<file path="src/rtl/conv_out_serializer_pkg.sv">
// Shared types and default geometry for the column-convolution output path.
package conv_pkg;

   localparam int DATA_W    = 16;
   localparam int OUT_W     = 11;
   localparam int COLS      = 11;
   localparam int FRAME_LEN = COLS * OUT_W;

   typedef logic signed [DATA_W-1:0] sample_t;

   typedef enum logic [1:0] {
      IDLE    = 2'd0,
      CAPTURE = 2'd1,
      DRAIN   = 2'd2
   } ser_state_t;

endpackage

</file>
<file path="src/rtl/col_capture_bank.sv">
// COLS x OUT_W sample bank with per-column write enables and one (col,row) read port.
// Define CONV_OUT_RELU_EN to clamp negative samples to zero as they are stored.
module col_capture_bank #(
   parameter int DATA_W = 16,
   parameter int OUT_W  = 11,
   parameter int COLS   = 11,
   parameter int CW     = 4,
   parameter int RW     = 4
) (
   input  logic                            clk,
   input  logic                            rst_n,
   input  logic [COLS-1:0]                 wr_en,
   input  logic [COLS*OUT_W*DATA_W-1:0]    wr_data,
   input  logic [CW-1:0]                   rd_col,
   input  logic [RW-1:0]                   rd_row,
   output logic signed [DATA_W-1:0]        rd_data
);

   logic signed [DATA_W-1:0] mem_r [COLS][OUT_W];

   function automatic logic signed [DATA_W-1:0] condition_sample(input logic signed [DATA_W-1:0] v);
`ifdef CONV_OUT_RELU_EN
      return v[DATA_W-1] ? {DATA_W{1'b0}} : v;
`else
      return v;
`endif
   endfunction

   // Store a whole column whenever its write enable is raised
   always_ff @(posedge clk or negedge rst_n) begin
      if (!rst_n) begin
         for (int c = 0; c < COLS; c++) begin
            for (int r = 0; r < OUT_W; r++) begin
               mem_r[c][r] <= {DATA_W{1'b0}};
            end
         end
      end else begin
         for (int c = 0; c < COLS; c++) begin
            if (wr_en[c]) begin
               for (int r = 0; r < OUT_W; r++) begin
                  mem_r[c][r] <= condition_sample(wr_data[(c*OUT_W + r)*DATA_W +: DATA_W]);
               end
            end
         end
      end
   end

   // Single asynchronous read port
   always_comb begin
      rd_data = mem_r[rd_col][rd_row];
   end

endmodule

</file>
<file path="src/rtl/conv_out_serializer.sv">
// Captures the per-column conv results and streams them out column-major over valid/ready.
// Optional ReLU at capture time is enabled by defining CONV_OUT_RELU_EN.
module conv_out_serializer #(
   parameter int DATA_W = 16,
   parameter int OUT_W  = 11,
   parameter int COLS   = 11
) (
   input  logic                          clk,
   input  logic                          rst_n,
   input  logic                          start,
   input  logic [COLS-1:0]               done,
   input  logic [COLS*OUT_W*DATA_W-1:0]  in_values,
   output logic signed [DATA_W-1:0]      out_data,
   output logic                          out_valid,
   input  logic                          out_ready,
   output logic                          out_last,
   output logic                          busy,
   output logic                          frame_done,
   output logic                          overrun
);
   import conv_pkg::*;

   localparam int CW = (COLS  > 1) ? $clog2(COLS)  : 1;
   localparam int RW = (OUT_W > 1) ? $clog2(OUT_W) : 1;
   localparam logic [CW-1:0] COL_MAX = CW'(COLS - 1);
   localparam logic [RW-1:0] ROW_MAX = RW'(OUT_W - 1);
   localparam logic [CW-1:0] COL_ONE = CW'(32'd1);
   localparam logic [RW-1:0] ROW_ONE = RW'(32'd1);

   ser_state_t                state_r;
   logic [COLS-1:0]           cap_r;
   logic [COLS-1:0]           done_q_r;
   logic [COLS-1:0]           rise_s;
   logic [COLS-1:0]           wr_en_s;
   logic [CW-1:0]             col_r;
   logic [RW-1:0]             row_r;
   logic [CW-1:0]             nxt_col_s;
   logic [RW-1:0]             nxt_row_s;
   logic [CW-1:0]             rd_col_s;
   logic [RW-1:0]             rd_row_s;
   logic                      fire_s;
   logic                      nxt_last_s;
   logic signed [DATA_W-1:0]  rd_data_s;

   col_capture_bank #(
      .DATA_W (DATA_W),
      .OUT_W  (OUT_W),
      .COLS   (COLS),
      .CW     (CW),
      .RW     (RW)
   ) u_bank (
      .clk     (clk),
      .rst_n   (rst_n),
      .wr_en   (wr_en_s),
      .wr_data (in_values),
      .rd_col  (rd_col_s),
      .rd_row  (rd_row_s),
      .rd_data (rd_data_s)
   );

   // Rising-edge detect on done; a restart in the same cycle wins over capture
   always_comb begin
      rise_s = done & ~done_q_r;
      if ((state_r == CAPTURE) && !start) begin
         wr_en_s = rise_s;
      end else begin
         wr_en_s = {COLS{1'b0}};
      end
   end

   // Next beat address (row inner) and the bank read address for the output register
   always_comb begin
      fire_s = out_valid & out_ready;
      if (row_r == ROW_MAX) begin
         nxt_row_s = {RW{1'b0}};
         nxt_col_s = col_r + COL_ONE;
      end else begin
         nxt_row_s = row_r + ROW_ONE;
         nxt_col_s = col_r;
      end
      nxt_last_s = (nxt_col_s == COL_MAX) && (nxt_row_s == ROW_MAX);
      if ((state_r == DRAIN) && fire_s) begin
         rd_col_s = nxt_col_s;
         rd_row_s = nxt_row_s;
      end else begin
         rd_col_s = col_r;
         rd_row_s = row_r;
      end
   end

   // Frame FSM with registered stream outputs and status flags
   always_ff @(posedge clk or negedge rst_n) begin
      if (!rst_n) begin
         state_r    <= IDLE;
         cap_r      <= {COLS{1'b0}};
         done_q_r   <= {COLS{1'b0}};
         col_r      <= {CW{1'b0}};
         row_r      <= {RW{1'b0}};
         out_data   <= {DATA_W{1'b0}};
         out_valid  <= 1'b0;
         out_last   <= 1'b0;
         busy       <= 1'b0;
         frame_done <= 1'b0;
         overrun    <= 1'b0;
      end else begin
         done_q_r   <= done;
         frame_done <= 1'b0;
         case (state_r)
            IDLE: begin
               out_valid <= 1'b0;
               out_last  <= 1'b0;
               if (start) begin
                  cap_r   <= {COLS{1'b0}};
                  col_r   <= {CW{1'b0}};
                  row_r   <= {RW{1'b0}};
                  state_r <= CAPTURE;
                  busy    <= 1'b1;
               end else begin
                  busy    <= 1'b0;
               end
            end
            CAPTURE: begin
               busy <= 1'b1;
               if (start) begin
                  cap_r <= {COLS{1'b0}};
                  col_r <= {CW{1'b0}};
                  row_r <= {RW{1'b0}};
               end else if (&cap_r) begin
                  state_r   <= DRAIN;
                  out_valid <= 1'b1;
                  out_data  <= rd_data_s;
                  out_last  <= (rd_col_s == COL_MAX) && (rd_row_s == ROW_MAX);
               end else begin
                  cap_r <= cap_r | rise_s;
               end
            end
            DRAIN: begin
               if (start) begin
                  // Abort the stream: no out_last, no frame_done
                  overrun   <= 1'b1;
                  state_r   <= CAPTURE;
                  out_valid <= 1'b0;
                  out_last  <= 1'b0;
                  cap_r     <= {COLS{1'b0}};
                  col_r     <= {CW{1'b0}};
                  row_r     <= {RW{1'b0}};
                  busy      <= 1'b1;
               end else if (fire_s) begin
                  if (out_last) begin
                     state_r    <= IDLE;
                     out_valid  <= 1'b0;
                     out_last   <= 1'b0;
                     frame_done <= 1'b1;
                     busy       <= 1'b0;
                  end else begin
                     col_r    <= nxt_col_s;
                     row_r    <= nxt_row_s;
                     out_data <= rd_data_s;
                     out_last <= nxt_last_s;
                  end
               end else begin
                  busy <= 1'b1;
               end
            end
            default: begin
               state_r   <= IDLE;
               out_valid <= 1'b0;
               out_last  <= 1'b0;
               busy      <= 1'b0;
            end
         endcase
      end
   end

endmodule

</file>
<file path="config.mk">
export PLATFORM = sky130hd
export DESIGN_NAME = conv_out_serializer
export DESIGN_NICKNAME = d
export VERILOG_FILES = /design/src/rtl/conv_out_serializer_pkg.sv /design/src/rtl/col_capture_bank.sv /design/src/rtl/conv_out_serializer.sv
export SDC_FILE = /design/constraint.sdc
export NUM_CORES = 2
export LEC_CHECK = 0
export ABC_AREA = 1
export CAP_MARGIN = 20
export CORE_AREA = 2 2 758 760
export DETAILED_ROUTE_END_ITERATION = 16
export DIE_AREA = 0 0 760 762
export SETUP_SLACK_MARGIN = 0.05
export SLEW_MARGIN = 10
export SYNTH_ARGS = -nofsm -noshare
export SYNTH_HDL_FRONTEND = slang
export SYNTH_HIERARCHICAL = 1
export SYNTH_SLANG_ARGS = --single-unit
</file>
<file path="constraint.sdc">
create_clock -name clk -period 5.8 [get_ports clk]
set_clock_uncertainty 0.1 [all_clocks]
set_input_delay 1.74 -clock clk [delete_from_list [all_inputs] [get_ports clk]]
set_output_delay 1.74 -clock clk [all_outputs]
set_load 0.02 [all_outputs]
</file>
=== Word level (Yosys, flattened, before mapping) ===
Cells that the tools add are included.

* Register bits: 1989
* Latch bits: 0
* Input port bits: 1951
* Logic and storage cells: 238
* ROM bits: 0
* RAM bits: 0
* Memories kept: 0

* $lt $le $gt $ge: 2
* Bitwise gates (word level): 6
* Shift operators: 0
* Reductions and logical operators: 19
* Add/subtract/negate cells: 2
* Equality and inequality tests: 20
* Div/mod/pow operators: 0
* Multiplexer cells: 57
* Multipliers: 0

{| class="wikitable"
|+ Operator list
! operator !! count
|-
| binary-select mux 176 bit (select 4 bit) || 1
|-
| two-way mux 176 bit || 2
|-
| two-way mux 16 bit || 7
|-
| binary-select mux 16 bit (select 4 bit) || 1
|-
| two-way mux 11 bit || 4
|-
| two-way mux 4 bit || 11
|-
| one-hot mux 16 bit (2 select lines) || 1
|-
| one-hot mux 11 bit (2 select lines) || 1
|-
| == test 4 bit, second input constant || 5
|-
| two-way mux 1 bit || 17
|-
| one-hot mux 4 bit (2 select lines) || 2
|-
| two-way mux 2 bit || 6
|-
| != test 3 bit, second input constant || 4
|-
| AND 11 bit || 1
|-
| inverter 11 bit || 1
|-
| OR 11 bit || 1
|-
| AND reduction 11 bit || 1
|-
| >= comparator 5 bit, second input constant || 2
|-
| != test 2 bit, second input constant || 5
|-
| inverter 4 -> 5 bit || 2
|-
| adder 4 x 1 -> 4 bit, second input constant || 2
|-
| AND reduction 4 bit || 2
|-
| != test 2 x 1 -> 1 bit, second input constant || 3
|-
| one-hot mux 2 bit (3 select lines) || 1
|-
| other kinds (15) || 23
|}

=== Depth between registers and ports, before layout ===
* Word-level depth: 14
* Mapped depth: 25
* Mapped depth without buffers: 22

=== Modules after synthesis ===
The synthesis kept the hierarchy.

{| class="wikitable"
|+ Modules (own cells, without submodules)
! module !! instances !! cells an instance !! area each (µm²)
|-
| col_capture_bank || 1 || 10822 || 91716.7
|-
| conv_out_serializer || 1 || 338 || 2780.2
|}

=== Least setup slack after synthesis ===
Ideal clock, no wire load.

* Kind: input to register
* From: input out_ready
* To: register out_data[13]
* Data required time: 5626 ps
* Arrival: 3754 ps
* Slack: 1872 ps
* Stages on the path: 21
* Library setup time: 74 ps
* Path through: nand2_1 > nor2_8 > inv_6 > nand2_1 > nand2_1 > inv_1 > buf_2 > nand2_4 > inv_2 > buf_2 > clkbuf_1 > nand2_1 > nand3_1 > nand3_1 > nand3_1 > nand3_1 > nand2_1 > nand3_1 > nand2_1 > inv_1 > o21ai_2

* Word-level cells in the longest chain between the ends: 14
* Elaborated cells on any way between the ends: 20

{| class="wikitable"
|+ RTL lines
! item !! line !! text
|-
| from (decl) || conv_out_serializer.sv:15 || <nowiki>input logic out_ready,</nowiki>
|-
| AND 1 bit * || conv_out_serializer.sv:73 || <nowiki>fire_s = out_valid & out_ready;</nowiki>
|-
| logical AND 1 bit * || conv_out_serializer.sv:82 || <nowiki>if ((state_r == DRAIN) && fire_s) begin</nowiki>
|-
| two-way mux 4 bit * || conv_out_serializer.sv:82 ||
|-
| via rd_col_s[1] || conv_out_serializer.sv:39 || <nowiki>logic [CW-1:0] rd_col_s;</nowiki>
|-
| inverter 4 -> 5 bit (not written as such) * || col_capture_bank.sv:50 || <nowiki>rd_data = mem_r[rd_col][rd_row];</nowiki>
|-
| binary-select mux 176 bit (select 4 bit) * || col_capture_bank.sv:50 ||
|-
| two-way mux 176 bit (not written as such) * (2 in series) || col_capture_bank.sv:50 ||
|-
| binary-select mux 16 bit (select 4 bit) * || col_capture_bank.sv:50 ||
|-
| two-way mux 16 bit (not written as such) * (2 in series) || col_capture_bank.sv:50 ||
|-
| via rd_data_s[13] || conv_out_serializer.sv:43 || <nowiki>logic signed [DATA_W-1:0] rd_data_s;</nowiki>
|-
| two-way mux 16 bit || conv_out_serializer.sv:149 || <nowiki>if (out_last) begin</nowiki>
|-
| two-way mux 16 bit || conv_out_serializer.sv:148 || <nowiki>end else if (fire_s) begin</nowiki>
|-
| two-way mux 16 bit || conv_out_serializer.sv:138 || <nowiki>if (start) begin</nowiki>
|-
| one-hot mux 16 bit (2 select lines) * || conv_out_serializer.sv:108 || <nowiki>case (state_r)</nowiki>
|-
| to (signal assigned) || conv_out_serializer.sv:99 || <nowiki>out_data <= {DATA_W{1'b0}};</nowiki>
|-
| to (signal assigned) || conv_out_serializer.sv:131 || <nowiki>out_data <= rd_data_s;</nowiki>
|-
| to (signal assigned) || conv_out_serializer.sv:158 || <nowiki>out_data <= rd_data_s;</nowiki>
|-
| to (decl) || conv_out_serializer.sv:13 || <nowiki>output logic signed [DATA_W-1:0] out_data,</nowiki>
|}

Mark *: on every way through the listed nets, which the timed path passes. The rest lies on a longest branch. The select of a mux whose other input is x is not followed.
A chain may end at the register's enable or synchronous reset.

=== Final worst setup path ===
* From: input out_ready
* To: register out_data[10]

Same word-level chain as after synthesis.

==> out/qor.csv <==
stage;metric;value;unit
run_status;run_status;completed;
grt;grt_overflow;0;
timing;setup_ws;140;ps
worst_setup_path;startpoint;out_ready;
timing;relSlewSlack;29.5;%
clock_tree;clock_latency;980;ps
worst_setup_path;crit_fanout;35;
grt;track_usage;22.3;%
clock_tree;cts_made_buffers;263;
power;leakage;59.7;nW
floorplanning;die_h;762;um
placement;port-buffer-count;1971;
clock_tree;cts-root-buf;clkbuf_16;
power;p_per_area;475;nW/um^2
drt;route.detailed.drc;0;
final_layout;layout-drive-gt1-share;14.6;%
worst_setup_path;required;6580;ps
drt;vias;92100;
synth;yosysSeqAreaShare;52.7;%
worst_setup_path;endpoint;out_data[10];
min_path;hp-class;flip-flop to flip-flop;
worst_setup_path;reg2reg_depth;23;
clock_tree;cts_setup_buffers;0;
grt;grt_pass1_vias;90600;
worst_setup_path;critPathArrivalTime;6440;ps
worst_setup_path;r2r-end;out_data[10];
drt;ant_nets;0;
timing;slew_violations;0;
clock_tree;htree_levels;5;
floorplanning;ios;1972;
timing;rsz0062_at_grt;no;
synth;avgSynthCellArea;8.47;sq um
drt;viasPerCell;4.29;
power;power;66.0;mW
timing;report.final.hold_viol_count;0;
worst_setup_path;crit_chain;dlygate4sd2_1 -> nand2_1 -> buf_12 -> nor2_8 -> nand3_1 -> nand2_8 -> buf_4 -> buf_12 -> buf_12 -> buf_4 -> o211ai_1 -> nand2_1 -> nand2_1 -> nand2_1 -> nor2_1 -> nor2_1 -> nand2_1 -> nand3_1 -> buf_4 -> nand2_1 -> nand2_1 -> inv_1 -> o21ai_1;
drt;firstDrtPassIters;7;
placement;hpwl;560;mm
synth;ys_types;38;
drt;drt-initial-drc-count;9145;
floorplanning;initial_core_util;16.5;%
worst_setup_path;cp-end-kind;flip-flop;
drt;wl_per_cell;31.4;um
drt;finalWirelength;674;mm
final_layout;final_nets;15300;
worst_setup_path;critPathLaunchType;primary input;
job;cap_violations;0;
worst_setup_path;reg2reg_from;state_r[0];
final_layout;final_util;24.3;%
clock_tree;cts.clk_slew.worst_paths;80;ps
timing;min_period_over_period;97.6;%
worst_setup_path;ff2ff_setup_slack;730;ps
power;ir_worst_vdd;279;uV
placement;gp_congestion;0.988;
worst_setup_path;crit_type;primary input to flip-flop;
floorplanning;fp.dieW;760;um
floorplanning;die_area;579000;sq um
synth;yosys_warnings;6;
grt;antenna_found_initial;441;
synth;yosys_register_bits;1989;
timing;setup_viol;0;
synth;synthCells;11200;
grt;grt_pass1_wl;866;mm
clock_tree;cts_tree;yes;
worst_setup_path;max_stage_delay;550;ps
synth;syn-num-nets;13100;
timing;fmax;0.177;GHz
clock_tree;clock_tree.buffer_depth;4;
worst_setup_path;cp_slowest_cell;nor2_1;
timing;post-route-min-period;5660;ps
floorplanning;rows;278;
worst_setup_path;crit_top_cell;nand2_1;
synth;synth_area;94500;sq um
clock_tree;cts.sinks;1989;
final_layout;area_growth;46.9;%
grt;grt_start_max_net_pins;154;
placement;preCtsSetupSlack;-1580;ps
timing;worstMarginPinSlew;1050;ps
floorplanning;core;571000;sq um
## final cells by class
| cell class | count | area, sq um |
|---|---|---|
| multi-input cells | 6995 | 36500 |
| clock inverters | 111 | 1380 |
| well taps | 7560 | 9460 |
| clock buffers | 361 | 7510 |
| inverters | 1421 | 5400 |
| fillers | 62300 | 432000 |
| diodes | 289 | 723 |
| flip-flops and latches | 1989 | 49800 |
| repair buffers | 2717 | 28100 |
## worst max-delay path: cells and delay by family
kind	cells	cell delay (ps)
AO/OA/AOI/OAI	2	390
buffers and inverters	8	1720
AND/OR/NAND/NOR	13	2450
## worst min-delay path by stage
stage	cells past startpoint	from	to	slack, ps
after floorplan	1	u_bank/mem_r[1136]	u_bank/mem_r[1136]	380
after global placement	1	overrun	overrun	360
after detailed placement	1	overrun	overrun	370
after CTS	1	overrun	overrun	390
after global routing	1	overrun	overrun	400
final	1	overrun	overrun	380
## sequential cells by signal, indices dropped and copies added (netlist names)
register,flops
frame_done,1
done_q_r,11
cap_r,11
out_last,1
out_data,16
row_r,4
busy,1
u_bank/mem_r,1936
out_valid,1
state_r,2
overrun,1
col_r,4
## layout by cell type, fill, tap and decap left out, drive strengths merged
cell type / Yosys / layout
o211ai: 187 / 187
a31oi: 1 / 1
clkinvlp: 0 / 10
inv: 1421 / 1443
a22oi: 11 / 11
or2: 1 / 1
nand3b: 1 / 1
o22ai: 6 / 6
o21ai: 1671 / 1671
clkdlybuf4s50: 0 / 1962
nand4: 7 / 7
dlygate4sd2: 0 / 1
a211oi: 1 / 1
o21a: 1 / 1
nor2: 187 / 187
and2: 1 / 1
bufinv: 0 / 17
buf: 284 / 753
mux2: 714 / 714
nor3: 8 / 8
nand2: 2998 / 2998
a21oi: 345 / 345
nand3: 847 / 847
diode: 0 / 289
clkbuf: 471 / 362
dfrtp: 1989 / 1989
ha: 7 / 7
clkinv: 0 / 62
o221ai: 1 / 1
## routing by layer
metal / global-route usage, % / vias up / wire length (um)
met2: 36.2 / 4543 / 311000
met5: 0 / - / 1410
met4: 13.0 / 220 / 44200
met1: 26.1 / 45300 / 259000
li1: - / 40600 / -
met3: 6.87 / 1331 / 57100
## power by group
group	switching (mW)	internal (mW)	total (mW)
Clock	7.34	9.96	17.3
Sequential	3.43	20.7	24.1
Combinational	15.2	9.37	24.6
Total	26.0	40.0	66.0
## through the flow
stage / instance area, sq um / hold slack [ps] / TNS (ps) / instances
2_1_floorplan: 94500 / 375 / 0 / 11200
3_5_place_dp: 129000 / 373 / -17310 / 20700
6_report: 139000 / 379 / 0 / 21400
5_1_grt: 139000 / 397 / 0 / 21400
4_1_cts: 138000 / 392 / 0 / 21200
3_3_place_gp: 129000 / 362 / -18790 / 20700
## cell usage after synthesis (all sizes together)
| cell type | count | area, sq um |
|---|---|---|
| a31oi | 1 | 6.26 |
| nand2 | 2998 | 11300 |
| a22oi | 11 | 82.6 |
| nand3 | 847 | 4260 |
| clkbuf | 471 | 1770 |
| nand3b | 1 | 7.51 |
| o22ai | 6 | 37.5 |
| buf | 284 | 1390 |
| nand4 | 7 | 43.8 |
| a21oi | 345 | 1730 |
| nor3 | 8 | 40.0 |
| o21a | 1 | 7.51 |
| o211ai | 187 | 1410 |
| or2 | 1 | 6.26 |
| o221ai | 1 | 26.3 |
| mux2 | 714 | 8040 |
| ha | 7 | 87.6 |
| a211oi | 1 | 20.0 |
| dfrtp | 1989 | 49800 |
| o21ai | 1671 | 8400 |
| inv | 1421 | 5340 |
| nor2 | 187 | 723 |
| and2 | 1 | 6.26 |
## kinds of logic (layout without fill, tap and decap cells)
| family | count (synthesis) | after routing | share of synthesized area (%) |
|---|---|---|---|
| and+or+nand+nor | 4050 | 4050 | 17.3 |
| AOI/OAI and AO/OA | 2224 | 2224 | 12.4 |
| buffers and inverters | 2176 | 4610 | 8.99 |
| DFF | 1989 | 1989 | 52.7 |
| muxes | 714 | 714 | 8.51 |
| adders and majority gates | 7 | 7 | 0.0927 |
| other | 0 | 289 | 0 |
## repair_timing
action,in CTS,in global routing
setup endpoints to repair,9,1
resized for setup,10,1
hold buffers,0,0
Note: power is estimated with default switching activity, not from simulation.
